$ cat src/rtl/mlaccel_spi_slave.sv
// -----------------------------------------------------------------------------
// mlaccel_spi_slave
//
// SPI target byte engine for mlaccel_top. Terminates a mode-3 SPI link
// (clock idles high, host drives MOSI on the falling edge and samples MISO on
// the rising edge, MSB first) and turns it into a byte stream for the command
// decoder, while returning response bytes from the core over valid/ready.
//
// The SPI pins are oversampled in the `clock` domain. There is no SPI-clock
// domain: spi_clk is treated as data, synchronized, and edge-detected. The
// SPI half-period must therefore be at least SYNC_STAGES+2 clock cycles.
//
// Ports
//   clock        system clock, every flop in the block
//   resetn       asynchronous active-low reset
//   spi_csb      chip select (active low), asynchronous to clock
//   spi_clk      SPI clock from the host, idles high
//   spi_mosi     host-to-target data
//   spi_miso     target-to-host data (registered)
//   spi_miso_oe  MISO pad enable, high while a transfer is active
//   rx_valid     one-cycle pulse, received byte on rx_data
//   rx_data      received byte, held until the next rx_valid
//   rx_first     qualifies rx_valid: first (command) byte of the transfer
//   tx_valid     core has a response byte on tx_data
//   tx_data      response byte, stable while tx_valid is high
//   tx_ready     one-cycle pulse, byte consumed when tx_valid && tx_ready
//   tx_underrun  one-cycle pulse, IDLE_BYTE loaded because tx_valid was low
//   xfer_active  high while the synchronized chip select is low
//   xfer_end     one-cycle pulse on the synchronized chip-select rising edge
// -----------------------------------------------------------------------------
module mlaccel_spi_slave #(
    parameter int unsigned SYNC_STAGES = 2,
    parameter logic [7:0]  IDLE_BYTE   = 8'hFF
) (
    input  logic       clock,
    input  logic       resetn,
    input  logic       spi_csb,
    input  logic       spi_clk,
    input  logic       spi_mosi,
    output logic       spi_miso,
    output logic       spi_miso_oe,
    output logic       rx_valid,
    output logic [7:0] rx_data,
    output logic       rx_first,
    input  logic       tx_valid,
    input  logic [7:0] tx_data,
    output logic       tx_ready,
    output logic       tx_underrun,
    output logic       xfer_active,
    output logic       xfer_end
);

    localparam int DATA_W = 8;

    typedef enum logic {
        IDLE   = 1'b0,
        ACTIVE = 1'b1
    } state_t;

    // Byte counter only needs to distinguish "first byte" from "later
    // bytes", so it saturates instead of wrapping back to zero.
    function automatic logic [1:0] sat_inc_byte_cnt(input logic [1:0] cnt);
        if (cnt == 2'd2) begin
            return 2'd2;
        end
        return cnt + 2'd1;
    endfunction

    // -------------------------------------------------------------------------
    // Stage p0: pin synchronizers
    // -------------------------------------------------------------------------
    logic [SYNC_STAGES-1:0] csb_sync;
    logic [SYNC_STAGES-1:0] clk_sync;
    logic [SYNC_STAGES-1:0] mosi_sync;
    logic [SYNC_STAGES-1:0] sync_fill;

    always_ff @(posedge clock or negedge resetn) begin
        if (!resetn) begin
            csb_sync  <= '1;
            clk_sync  <= '1;
            mosi_sync <= '0;
            sync_fill <= '0;
        end else begin
            csb_sync  <= {csb_sync[SYNC_STAGES-2:0], spi_csb};
            clk_sync  <= {clk_sync[SYNC_STAGES-2:0], spi_clk};
            mosi_sync <= {mosi_sync[SYNC_STAGES-2:0], spi_mosi};
            sync_fill <= {sync_fill[SYNC_STAGES-2:0], 1'b1};
        end
    end

    logic csb_s;
    logic clk_s;
    logic mosi_s;
    logic sync_full;

    assign csb_s     = csb_sync[SYNC_STAGES-1];
    assign clk_s     = clk_sync[SYNC_STAGES-1];
    assign mosi_s    = mosi_sync[SYNC_STAGES-1];
    // Once every synchronizer stage has been loaded from the pins since
    // reset, the synchronized values reflect the pins rather than reset.
    assign sync_full = sync_fill[SYNC_STAGES-1];

    // -------------------------------------------------------------------------
    // Stage p1: edge detection on the synchronized pins
    // -------------------------------------------------------------------------
    logic csb_prev;
    logic clk_prev;
    logic armed;

    always_ff @(posedge clock or negedge resetn) begin
        if (!resetn) begin
            csb_prev <= 1'b1;
            clk_prev <= 1'b1;
            armed    <= 1'b0;
        end else begin
            csb_prev <= csb_s;
            clk_prev <= clk_s;
            // A transfer may only start after chip select has been seen
            // high from the pin since reset; a csb-low period that was
            // already in progress when reset released is not a fresh fall.
            if (sync_full && csb_s) begin
                armed <= 1'b1;
            end
        end
    end

    logic csb_fall;
    logic csb_rise;
    logic clk_rise;

    assign csb_fall = armed & csb_prev & ~csb_s;
    assign csb_rise = ~csb_prev & csb_s;
    assign clk_rise = ~clk_prev & clk_s;

    // -------------------------------------------------------------------------
    // Transfer FSM
    // -------------------------------------------------------------------------
    state_t state_q;
    state_t state_d;
    logic   start;
    logic   stop;
    logic   shift_en;

    always_ff @(posedge clock or negedge resetn) begin
        if (!resetn) begin
            state_q <= IDLE;
        end else begin
            state_q <= state_d;
        end
    end

    // Chip select has priority over a coincident clock edge in both
    // directions: a clock rise alongside a csb fall is ignored (still IDLE),
    // and a clock rise alongside a csb rise is dropped (stop wins).
    always_comb begin
        state_d  = state_q;
        start    = 1'b0;
        stop     = 1'b0;
        shift_en = 1'b0;
        case (state_q)
            IDLE: begin
                if (csb_fall) begin
                    state_d = ACTIVE;
                    start   = 1'b1;
                end
            end
            ACTIVE: begin
                if (csb_rise) begin
                    state_d = IDLE;
                    stop    = 1'b1;
                end else if (clk_rise) begin
                    shift_en = 1'b1;
                end
            end
            default: begin
                state_d = IDLE;
            end
        endcase
    end

    // -------------------------------------------------------------------------
    // Stage p2: shift registers, byte framing and outputs
    // -------------------------------------------------------------------------
    logic [2:0]        bit_cnt;
    logic [1:0]        byte_cnt;
    logic [DATA_W-1:0] tx_shift;
    logic [DATA_W-1:0] rx_shift;
    logic              byte_done;

    assign byte_done   = shift_en & (bit_cnt == 3'd7);
    // The tx handshake is resolved in the same cycle tx_shift is loaded, so
    // tx_ready marks exactly the cycle the byte is taken.
    assign tx_ready    = byte_done & tx_valid;
    assign tx_underrun = byte_done & ~tx_valid;

    // Receive data path carries no reset; it is fully overwritten by the
    // eight shifts that precede any rx_valid.
    always_ff @(posedge clock) begin
        if (shift_en) begin
            rx_shift <= {rx_shift[DATA_W-2:0], mosi_s};
        end
    end

    always_ff @(posedge clock or negedge resetn) begin
        if (!resetn) begin
            spi_miso    <= 1'b0;
            spi_miso_oe <= 1'b0;
            rx_valid    <= 1'b0;
            rx_data     <= '0;
            rx_first    <= 1'b0;
            xfer_active <= 1'b0;
            xfer_end    <= 1'b0;
            bit_cnt     <= '0;
            byte_cnt    <= '0;
            tx_shift    <= IDLE_BYTE;
        end else begin
            rx_valid <= 1'b0;
            xfer_end <= 1'b0;
            // MISO lags tx_shift by one cycle; the host samples it a full
            // SPI half-period later, so the extra cycle is harmless.
            spi_miso <= tx_shift[DATA_W-1];
            if (start) begin
                bit_cnt     <= '0;
                byte_cnt    <= '0;
                tx_shift    <= IDLE_BYTE;
                spi_miso_oe <= 1'b1;
                xfer_active <= 1'b1;
            end else if (stop) begin
                // Any partial byte is dropped simply by not reporting it;
                // bit_cnt is cleared again on the next start.
                spi_miso_oe <= 1'b0;
                xfer_active <= 1'b0;
                xfer_end    <= 1'b1;
            end else if (shift_en) begin
                bit_cnt <= bit_cnt + 3'd1;
                if (byte_done) begin
                    rx_valid <= 1'b1;
                    rx_data  <= {rx_shift[DATA_W-2:0], mosi_s};
                    rx_first <= (byte_cnt == 2'd0);
                    byte_cnt <= sat_inc_byte_cnt(byte_cnt);
                    tx_shift <= tx_valid ? tx_data : IDLE_BYTE;
                end else begin
                    tx_shift <= {tx_shift[DATA_W-2:0], 1'b0};
                end
            end
        end
    end

endmodule

$ cat config.mk
export PLATFORM = sky130hd
export DESIGN_NAME = mlaccel_spi_slave
export DESIGN_NICKNAME = d
export VERILOG_FILES = /design/src/rtl/mlaccel_spi_slave.sv
export SDC_FILE = /design/constraint.sdc
export NUM_CORES = 1
export LEC_CHECK = 0
export BUFFER_PORTS_ARGS = -buffer_cell sky130_fd_sc_hd__buf_4
export CORE_ASPECT_RATIO = 1.2
export CORE_MARGIN = 8
export CORE_UTILIZATION = 30
export DETAILED_ROUTE_END_ITERATION = 10
export SYNTH_ARGS = -nofsm -noshare
export SYNTH_HDL_FRONTEND = slang
export SYNTH_SLANG_ARGS = --single-unit
$ cat constraint.sdc
create_clock -name clock -period 2 [get_ports clock]
set_clock_uncertainty 0.05 [all_clocks]
set_input_delay 0.4 -clock clock [delete_from_list [all_inputs] [get_ports clock]]
set_output_delay 0.4 -clock clock [all_outputs]
set_load 0.01 [all_outputs]
Word level (Yosys, flattened, before mapping)
Index checks and enable logic that the tools add are counted.
Widths: inputs -> output; s select.
- bits of input ports: 14
- logic and storage cells: 81
- flip-flop bits (word level): 45
- mux-type cells: 36
- eq/ne operators: 3
- bitwise operators: 14
- reduce and logical (&&, ||, !) cells: 8
- $add $sub $neg: 2
- operators by type and width (operator ; number):
    $mux 8 ; 5
    $mux 1 ; 21
    $mux 2 ; 6
    $mux 3 ; 3
    $and 1x1->1 ; 7
    $not 1->1 ; 7
    $reduce_bool 2->1 ; 3
    $reduce_and 4->1 ; 1
    $add 3x1->3 const B ; 1
    $eq 3x3->1 const B ; 1
    $reduce_and 3->1 ; 1
    $add 2x1->2 const B ; 1
    $eq 2x2->1 const B ; 1
    $logic_not 2->1 ; 1
    $ne 2x2->1 const B ; 1
    $pmux 1 s2 ; 1
    $reduce_and 2->1 ; 1
    $logic_and 1x1->1 ; 1

Depth between registers and ports, before layout
- depth in word-level cells: 15
- gate-level depth with buffers: 6
- mapped depth without buffers: 5

Least setup slack after synthesis
Ideal clock, no wire load.
- kind: register to output
- from: reg bit_cnt[0]
- to: out tx_ready
- stages on the path, launching flop included: 5
- path slack: 462 ps
- path buffers: 0
- arrival time: 1088 ps
- cell sequence: dfrtp_1 -> ha_1 -> ha_1 -> nand3_4 -> nor2_1
- cells in the longest elaborated chain, start to end: 3
- RTL lines (element ; line ; text):
    start, declared ; 184 ; logic [2:0] bit_cnt;
    start signal, assigned ; 235 ; bit_cnt <= bit_cnt + 3'd1;
    $eq 3x3->1 ; 190 ; assign byte_done = shift_en & (bit_cnt == 3'd7);
    $and 1x1->1 ; 190 ;
    $and 1x1->1 ; 193 ; assign tx_ready = byte_done & tx_valid;
    end, declared ; 47 ; output logic tx_ready,
Every way passes these cells.

Worst setup path in the final report
- from: reg clk_sync[1]
- to: out tx_ready
- cells in the longest elaborated chain, start to end: 6
- RTL lines (element ; line ; text):
    start, declared ; 73 ; logic [SYNC_STAGES-1:0] clk_sync;
    start signal, assigned ; 85 ; clk_sync <= {clk_sync[SYNC_STAGES-2:0], spi_clk};
    $and 1x1->1 ; 133 ; assign clk_rise = ~clk_prev & clk_s;
    $mux 1 ; 171 ; end else if (clk_rise) begin
    $mux 1 ; 168 ; if (csb_rise) begin
    $mux 1 ; 160 ; case (state_q)
    $and 1x1->1 ; 190 ;
    $and 1x1->1 ; 193 ;
Every way passes these cells.

==> impl_metrics.py <==
metrics = {
    "outcome": {
        "outcome": "completed",
    },
    "grt": {
        "grt-ovfl-total": 0,
        "grtUsageMet1_pct": 9.658,
        "antenna_found_initial": 0,
        "grt_usage_pct": 8.375,
        "grt_pass1_wl_mm": 5.526,
        "use_met3_pct": 3.960,
        "grt.busiest_layer": "met2",
        "grt_pass1_vias": 1142,
        "grt_use_met2_pct": 12.56,
        "grt_start_max_net_pins": 39,
    },
    "clock_tree": {
        "cts_htree_levels": 2,
        "insertion_delay_ns": 0.29,
        "cts.clk_slew.worst_paths_ns": 0.08,
        "cts_tree": "done",
        "cts_sinks": 45,
        "root_buffer": "clkbuf_8",
        "ctsHoldBuffers": 0,
        "cts_buffers": 5,
        "clockBufferDepth": 2,
    },
    "yosys": {
        "synth_top_family_by_area": "compound AO/OA/AOI/OAI gates",
        "yosysSeqAreaShare_pct": 67.82,
        "synth_edf_count": 7,
        "synth-compound-area-share_pct": 9.719,
        "ys_warn_count": 0,
        "synthTopCellsByCount": "dfrtp_1 (24), dfstp_2 (14), mux2_2 (11)",
        "ys_top_cells_by_area": "dfrtp_1 (35%), dfstp_2 (21%), edfxtp_1 (12%), mux2_2 (7.1%), a2bb2oi_1 (3.5%)",
        "syn_inst": 119,
        "syn_nets": 137,
        "synth-adder-area-share_pct": 2.880,
        "synth_xor_xnor_area_share_pct": 0,
        "synth_area_per_cell_um2": 14.60,
        "ys_seq_elements": 45,
        "netlist_area_um2": 1738,
        "yosysUniqueCellTypes": 27,
        "yosysMostFrequentCell": "dfrtp_1",
        "synth_top_area_share_pct": 34.56,
        "synthMuxAreaShare_pct": 7.127,
        "yosys.area.top_type": "dfrtp_1",
        "synth-async-reset-ratio_pct": 84.44,
        "synth_flop_cell": "dfrtp_1",
        "synthSimpleGateAreaFrac_pct": 8.351,
    },
    "final_layout": {
        "final_cell_area_um2": 2162,
        "instances_no_fill": 220,
        "fin_nets": 173,
        "area_delta_synth_final_pct": 24.41,
        "insertedDiodeCount": 0,
        "drive_gt1_share_pct": 46.79,
    },
    "setup_path": {
        "critPathCaptureType": "output port",
        "start_kind": "flip-flop",
        "r2r_start": "clk_sync[1]$_DFF_PN1_",
        "crit_arrival_ns": 1.42,
        "critPathMaxFanout": 4,
        "critPathKind": "reg2out",
        "r2r-end": "bit_cnt[1]$_DFFE_PN0P_",
        "r2r_cells": 4,
        "required_ns": 1.55,
        "reg2reg_setup_slack_ns": 0.31,
    },
    "sta": {
        "hold_viol": 0,
        "slew_viol_final": 0,
        "hold_slack_ns": 0.006861,
        "rsz0062_at_grt": "false",
        "setup_viol": 0,
        "finalSetupTns_ns": 0,
        "fmax_ghz": 0.5360,
        "min_period_ns": 1.866,
        "finalCritPeriodShare_pct": 93.29,
    },
    "detailed_routing": {
        "drtIter0Drc": 62,
        "post-route-drc-count": 0,
        "drtPass1Iterations": 4,
        "ant_nets": 0,
        "wl_per_cell_um": 14.40,
        "via_count": 1030,
        "routed_wl_mm": 3.168,
        "viasPerCell": 4.682,
    },
    "floorplanning": {
        "pin_count": 30,
        "start_util_pct": 30.87,
        "rows": 30,
        "die_h_um": 99.38,
        "coreArea_um2": 5630,
        "fp.dieArea_um2": 8495,
        "die_w_um": 85.48,
    },
    "power_and_ir_drop": {
        "pwr-share-clk_pct": 34.7,
        "power.switching_uw": 413.4,
        "p_comb_share_pct": 9.6,
        "ir_worst_vdd_mv": 0.4193,
        "switching_share_pct": 21.87,
        "p_int_uw": 1476,
        "p_seq_share_pct": 55.6,
        "p_leak_uw": 0.0009777,
        "power_density_nw_per_um2": 874.1,
    },
    "run": {
        "cap_violations": 0,
    },
    "placement": {
        "place_inst": 209,
        "io_buffers": 29,
        "hpwl_mm": 2.183,
        "gp_congestion": 0.7083,
        "dpl_cell_area_um2": 2021,
    },
    "worst_hold_path": {
        "holdCritPathClass": "in2async",
    },
}
-- stage by stage --
step | util [%] | setup slack, ns | power, uW
floorplan | - | 0.4619 | 1168
global placement | 35.89 | 0.3561 | 1237
detailed placement | 35.89 | 0.2833 | 1249
CTS | 37.82 | 0.01888 | 1916
global route | 38.40 | 0.06265 | 1989
finish | 38.40 | 0.1342 | 1890
-- cells in the final DEF, fill, tap and decap left out, drive strengths merged --
cell	count
a211oi	1
a21o	3
a21oi	2
a2bb2oi	7
and2	1
and3b	1
and4bb	1
buf	34
bufinv	1
clkbuf	6
clkinv	1
conb	1
dfrtp	24
dfstp	14
edfxtp	7
ha	4
inv	8
mux2	11
nand2	2
nand2b	1
nand3	2
nand3b	7
nor2	4
nor2b	1
o21ai	10
o2bb2ai	2
-- cell families after synthesis --
kind of cell / count (synthesis)
buf+inv: 13
compound gates: 25
other cells: 1
flops: 45
simple gates: 20
fa+ha+maj: 4
mux: 11
-- area by class of cell --
type / instances / area (um2)
fillers: 549 / 3468
clock buffers: 6 / 72.57
multi-input cells: 61 / 504.2
well taps: 64 / 80.08
inverters: 8 / 37.54
flip-flops and latches: 45 / 1179
clock inverters: 2 / 33.78
repair buffers: 34 / 255.2
-- power by group through the flow --
stage	combinational, uW	clock [uW]	sequential, uW
6_report	182	656	1050
2_1_floorplan	106	0	1060
4_1_cts	183	682	1050
3_3_place_gp	174	0	1060
5_1_grt	207	718	1060
3_5_place_dp	181	0	1070
-- routing by layer --
metal  part of all wire [%]  vias to the layer above
li1                       -                      485
met1                     42                      513
met2                     48                       26
met3                    7.3                        6
met4                    2.3                        0
met5                      0                        -
-- sequential cells by signal (all words and copies together), names as in the netlist --
register,count
byte_cnt,2
xfer_active,1
armed,1
sync_fill,2
spi_miso,1
csb_sync,2
rx_shift,7
mosi_sync,2
rx_valid,1
xfer_end,1
bit_cnt,3
clk_sync,2
state_q,1
rx_first,1
tx_shift,8
rx_data,8
csb_prev,1
clk_prev,1
-- how the worst max path moves through the flow --
stage                     slack [ns]  cells after the start                   start                     end
after floorplan                 0.46                      4  bit_cnt[0]$_DFFE_PN0P_                tx_ready
after global placement          0.36                      4   clk_sync[1]$_DFF_PN1_                tx_ready
after detailed placement        0.28                      4   clk_sync[1]$_DFF_PN1_  bit_cnt[1]$_DFFE_PN0P_
after CTS                       0.02                      4   clk_sync[1]$_DFF_PN1_                tx_ready
after global routing            0.06                      5  bit_cnt[1]$_DFFE_PN0P_                tx_ready
final                           0.13                      4   clk_sync[1]$_DFF_PN1_                tx_ready
-- worst max-delay path, cell delays in order, from the launching register on --
cell     delay [ns]
dfstp_2        0.54
and3b_2        0.23
nand3_4        0.11
nor2_2         0.12
buf_4          0.13
-- what timing repair did --
item                                    in CTS  in global routing
buffers inserted                             0                  3
endpoints found under the setup margin       1                  2
pin swaps                                    0                  0
gates cloned                                 0                  0
gates resized for setup                      1                  3
No activity file was read; power rests on OpenSTA's default activity.
